### config.mk
export PLATFORM = sky130hd
export DESIGN_NAME = tdm_demux8
export DESIGN_NICKNAME = d
export VERILOG_FILES = /design/src/rtl/tdm_demux8_pkg.sv /design/src/rtl/tdm_lane_counter.sv /design/src/rtl/tdm_demux8.sv
export SDC_FILE = /design/constraint.sdc
export NUM_CORES = 1
export LEC_CHECK = 0
export BUFFER_PORTS_ARGS = -buffer_cell sky130_fd_sc_hd__buf_2
export CAP_MARGIN = 5
export CORE_UTILIZATION = 48
export CTS_CLUSTER_SIZE = 20
export DETAILED_ROUTE_END_ITERATION = 8
export PLACE_DENSITY = 0.71
export SLEW_MARGIN = 20
export SYNTH_ARGS = -nofsm -noshare
export SYNTH_HDL_FRONTEND = slang
export SYNTH_SLANG_ARGS = --single-unit
### constraint.sdc
create_clock -name clk -period 2.55 [get_ports clk]
set_input_delay 0 -clock clk [delete_from_list [all_inputs] [get_ports clk]]
set_output_delay 0 -clock clk [all_outputs]
set_load 0.01 [all_outputs]
### src/rtl/tdm_demux8_pkg.sv
// Shared constants and types for the 1:8 time-division demultiplexer.
// Lane index width is derived from the lane count, so both modules agree on it.
package tdm_demux8_pkg;

  localparam int NUM_LANES = 8;
  localparam int SEL_W     = $clog2(NUM_LANES);

  typedef logic [SEL_W-1:0] lane_t;

  localparam lane_t LANE_RST = '0;
  localparam lane_t LANE_ONE = lane_t'(1);

endpackage : tdm_demux8_pkg

### src/rtl/tdm_lane_counter.sv
// Modulo-LANES lane select counter: increments per accepted sample and
// reloads to lane 1 when a realigning sync sample lands in lane 0.
module tdm_lane_counter
  import tdm_demux8_pkg::*;
#(
  parameter int LANES = NUM_LANES
) (
  input  logic  clk,
  input  logic  rst,
  input  logic  inc,
  input  logic  load_one,
  output lane_t lane,
  output logic  is_last
);

  lane_t lane_d, lane_q;

  // NOTE: every variable written here gets a default first, so no latch is inferred.
  always_comb begin
    lane_d = lane_q;
    if (load_one) begin
      lane_d = LANE_ONE;
    end else if (inc) begin
      // Power-of-two lane count: the natural wrap from last lane to 0 is the frame close.
      lane_d = lane_q + lane_t'(1);
    end
  end

  // NOTE: sequential state uses non-blocking assignments; reset is synchronous, active-high.
  always_ff @(posedge clk) begin
    if (rst) begin
      lane_q <= LANE_RST;
    end else begin
      lane_q <= lane_d;
    end
  end

  assign lane    = lane_q;
  assign is_last = (lane_q == lane_t'(LANES - 1));

endmodule : tdm_lane_counter

### src/rtl/tdm_demux8.sv
// Sequential 1:8 TDM demultiplexer: collects one lane sample per handshake into a
// shadow register and presents each complete frame as a parallel word with valid/ready.
module tdm_demux8
  import tdm_demux8_pkg::*;
#(
  parameter int WIDTH = 1,
  parameter int LANES = NUM_LANES
) (
  input  logic                   clk,
  input  logic                   rst,
  input  logic                   in_valid,
  output logic                   in_ready,
  input  logic [WIDTH-1:0]       in_data,
  input  logic                   in_sync,
  output logic                   out_valid,
  input  logic                   out_ready,
  output logic [LANES*WIDTH-1:0] out_data,
  output logic [SEL_W-1:0]       cur_lane,
  output logic                   frame_err
);

  lane_t lane;
  lane_t wr_lane;
  logic  is_last;
  logic  accept;
  logic  realign;
  logic  closing;

  logic [LANES*WIDTH-1:0] shadow_d, shadow_q;
  logic [LANES*WIDTH-1:0] out_data_d, out_data_q;
  logic                   out_valid_d, out_valid_q;
  logic                   frame_err_d, frame_err_q;

  tdm_lane_counter #(
    .LANES(LANES)
  ) u_lane_counter (
    .clk     (clk),
    .rst     (rst),
    .inc     (accept && !realign),
    .load_one(realign),
    .lane    (lane),
    .is_last (is_last)
  );

  // Only the frame-closing sample can be stalled, and only while the previous word is unread.
  assign in_ready = !(is_last && out_valid_q && !out_ready);

  always_comb begin
    accept      = in_valid && in_ready;
    realign     = accept && in_sync && (lane != LANE_RST);
    closing     = accept && is_last && !realign;
    wr_lane     = realign ? LANE_RST : lane;

    shadow_d    = shadow_q;
    out_valid_d = out_valid_q;
    out_data_d  = out_data_q;
    frame_err_d = realign;

    if (accept) begin
      shadow_d[int'(wr_lane)*WIDTH +: WIDTH] = in_data;
    end

    if (out_valid_q && out_ready) begin
      out_valid_d = 1'b0;
    end
    // A frame closing in the same cycle the old word is consumed keeps out_valid high.
    if (closing) begin
      out_valid_d = 1'b1;
      out_data_d  = shadow_d;
    end
  end

  always_ff @(posedge clk) begin
    if (rst) begin
      shadow_q    <= '0;
      out_data_q  <= '0;
      out_valid_q <= 1'b0;
      frame_err_q <= 1'b0;
    end else begin
      shadow_q    <= shadow_d;
      out_data_q  <= out_data_d;
      out_valid_q <= out_valid_d;
      frame_err_q <= frame_err_d;
    end
  end

  assign out_valid = out_valid_q;
  assign out_data  = out_data_q;
  assign cur_lane  = lane;
  assign frame_err = frame_err_q;

endmodule : tdm_demux8
==> metrics.cfg <==
[floorplanning]
coreArea_sq_mm = 0.002022
die_height_microns = 48.88
die_w_microns = 48.88
io_pins = 20
die_area_sq_mm = 0.002389
start_util = 0.5217
row_count = 16

[flow_run]
drv_cap = 0

[pwr]
p_leak_nw = 0.5458
ir_drop_uv = 296.8
power.density_mw_per_mm2 = 456.7

[clocking]
numCtsBuffers = 3
clockBufferDepth = 2
root_buffer = clkbuf_4
htreeDepth = 1
clk-insertion-delay-late_ns = 0.30
clk_pin_slew_ns = 0.11
cts_tree = built
cts_sinks = 21

[worst_setup_path]
worstSetupEndpointType = flip-flop
worst_path_most_repeated_cell = ha_4
cp_max_fo = 5
max_stage_delay_ns = 0.38
worstPathRequired_ns = 2.73
crit_buf_inv = 0
slowest_stage = dfxtp_4
cp_cell_sequence = ha_4, ha_4, nand3b_4, nand4_1, nand2_1, ha_4, ha_4, nand3b_1, nor4_1, and3_1, a2bb2oi_2, o22ai_1
setup.worst_path.start_class = flip-flop
crit_family = simple AND/OR/NAND/NOR gates
critical_path_class = flip-flop to flip-flop
cp_data_arrival_time_ns = 2.69

[yosys]
synth.avg_cell_area_sq_um = 9.015
synth_seq_cells = 21
ys_types = 30
synth.top_cell.area_share = 0.3986
synth_edf_count = 0
ys_top_cells_by_count = dfxtp_1 (21), nor2_1 (18), nand2_1 (12)
ys_seq_area_frac = 0.3986
synth_flop_cell = dfxtp_1
yosysWarnings = 0
synth_top_cell_by_area = dfxtp_1
syn_inst = 117
netlist_area_sq_mm = 0.001055
async_reset_ff_frac = 0
syn_nets = 129
yosysMostFrequentCell = dfxtp_1
synth_area_leaders = dfxtp_1 (40%), ha_1 (7.1%), nor2_1 (6.4%)

[sta]
hold_viol = 0
fin_skew_ns = 0.001049
slew_headroom = 0.6288
finalCritPeriodShare = 0.9823
hold_slack_ns = 0.05825
setup_violations = 0
drv_slew = 0
fin_crit_ns = 2.505
worst_pin_slew_ns = 0.5569
rsz0062_at_grt = yes
clock.fmax_mhz = 399.2

[drt]
vias_per_cell = 5.297
drtIter0Drc = 29
routed_wl_mm = 2.216
wl_per_cell_microns = 12.88
first_pass_iters = 4
drc_errors = 0
vias = 911
ant_nets = 0

[place]
post-place-cells = 163
place_congestion = 0.8053
port-buffer-count = 19
dp_hpwl_mm = 1.463

[final_layout]
instances_no_fill = 172
drive_gt1_frac = 0.3517
syn2layout_area_growth_pct = 27.17
n_antenna_cell = 0
fin_nets = 158
nFillCells = 169

[grt]
grt.total_usage = 0.1938
grt_pass1_vias = 840
overflow = 0
grt_pass1_wl_mm = 3.622
grt_start_max_net_pins = 23
antenna_found_initial = 0

[worst_hold_path]
hp-class = input port to flip-flop

[run_status]
status = completed

==> stage by stage <==
stage / area, sq um / power [W] / TNS (ns) / setup slack (ns) / util
after floorplan: 1065 / 0.0004151 / 0 / 0.02800 / -
after CTS: 1235 / 0.0005990 / 0 / 0.02179 / 0.6108
after detailed placement: 1206 / 0.0004418 / 0 / 0.03158 / 0.5965
after global routing: 1341 / 0.0006494 / -0.1901 / -0.1367 / 0.6634
after global placement: 1206 / 0.0004405 / 0 / 0.1053 / 0.5965
final: 1341 / 0.0006126 / 0 / 0.04511 / 0.6634
==> timing repair <==
action                                  in CTS  in global routing
setup buffers                                0                  5
cloned                                       0                  0
gates resized for setup                      1                 14
hold buffers                                 0                  0
endpoints found under the setup margin       1                 15
pin swaps                                    0                  9
==> final cells by class <==
cell class	instances	area, sq um	area share
Inverter	3	11.26	0.008395
Tap cell	27	33.78	0.02519
Timing Repair Buffer	29	170.2	0.1269
Multi-Input combinational cell	88	671.9	0.5009
Sequential cell	21	427.9	0.3190
Clock buffer	4	26.28	0.01959
==> cell families (layout without fill, tap and decap cells) <==
logic type      count (synthesis)  after routing  share of synthesized area
mux                             6              6                    0.05694
compound gates                 21             21                     0.1566
flops                          21             21                     0.3986
fa+ha+maj                       6              6                    0.07117
buf+inv                         8             36                    0.03441
simple gates                   55             55                     0.2823
==> flip-flops by register name, summed over array words and instances (netlist names) <==
| signal | count |
|---|---|
| frame_err | 1 |
| shadow_q | 8 |
| out_data | 8 |
| u_lane_counter.lane | 3 |
| out_valid | 1 |
==> worst reg2reg max path, delay by kind of cell, from the launching register on <==
family / cells / cell delay (ns)
AND/OR/NAND/NOR: 6 / 1.09
AO/OA/AOI/OAI: 2 / 0.24
flip-flops: 1 / 0.38
adder cells (fa/ha/maj): 4 / 0.69
==> power breakdown <==
| part | total (W) | switching, W | leakage, nW | internal (W) |
|---|---|---|---|---|
| Clock | 0.000157 | 0.0000959 | 0.0150 | 0.0000609 |
| Combinational | 0.000118 | 0.0000666 | 0.360 | 0.0000517 |
| Sequential | 0.000337 | 0.00000438 | 0.171 | 0.000333 |
==> placed cells by master, fill, tap and decap left out, drive strengths merged <==
master	Yosys	routed
buf	3	29
inv	3	3
a211oi	6	6
and2	1	1
and3	1	1
a31oi	1	1
nand2	12	12
nand4	4	4
ha	6	6
nor3	1	1
mux2i	6	6
a21oi	5	5
nand2b	3	3
nor4	3	3
nor2b	2	2
nand3	5	5
dfxtp	21	21
a2bb2oi	1	1
o21ai	4	4
nor3b	2	2
o22ai	2	2
nor2	18	18
clkbuf	2	4
o2111ai	1	1
nand3b	3	3
o2111a	1	1
==> metal layers <==
| metal | global-route usage | vias to the layer above | wire length [microns] |
|---|---|---|---|
| met5 | 0 | - | 0 |
| met4 | 0.07353 | 0 | 34 |
| met3 | 0.03738 | 4 | 74 |
| met2 | 0.3218 | 24 | 1047 |
| met1 | 0.2471 | 408 | 1060 |
| li1 | - | 475 | - |
==> worst paths after layout <==
path | startpoint | to | slack, ns | cells after the start
hold / removal | in_data | shadow_q[4] | 0.06 | 3
setup reg to reg | u_lane_counter.lane[0] | out_data[6] | 0.05 | 12
setup / recovery | u_lane_counter.lane[0] | out_data[6] | 0.05 | 12
hold reg to reg | shadow_q[2] | shadow_q[2] | 0.48 | 2
No activity file was read; power rests on OpenSTA's default activity.
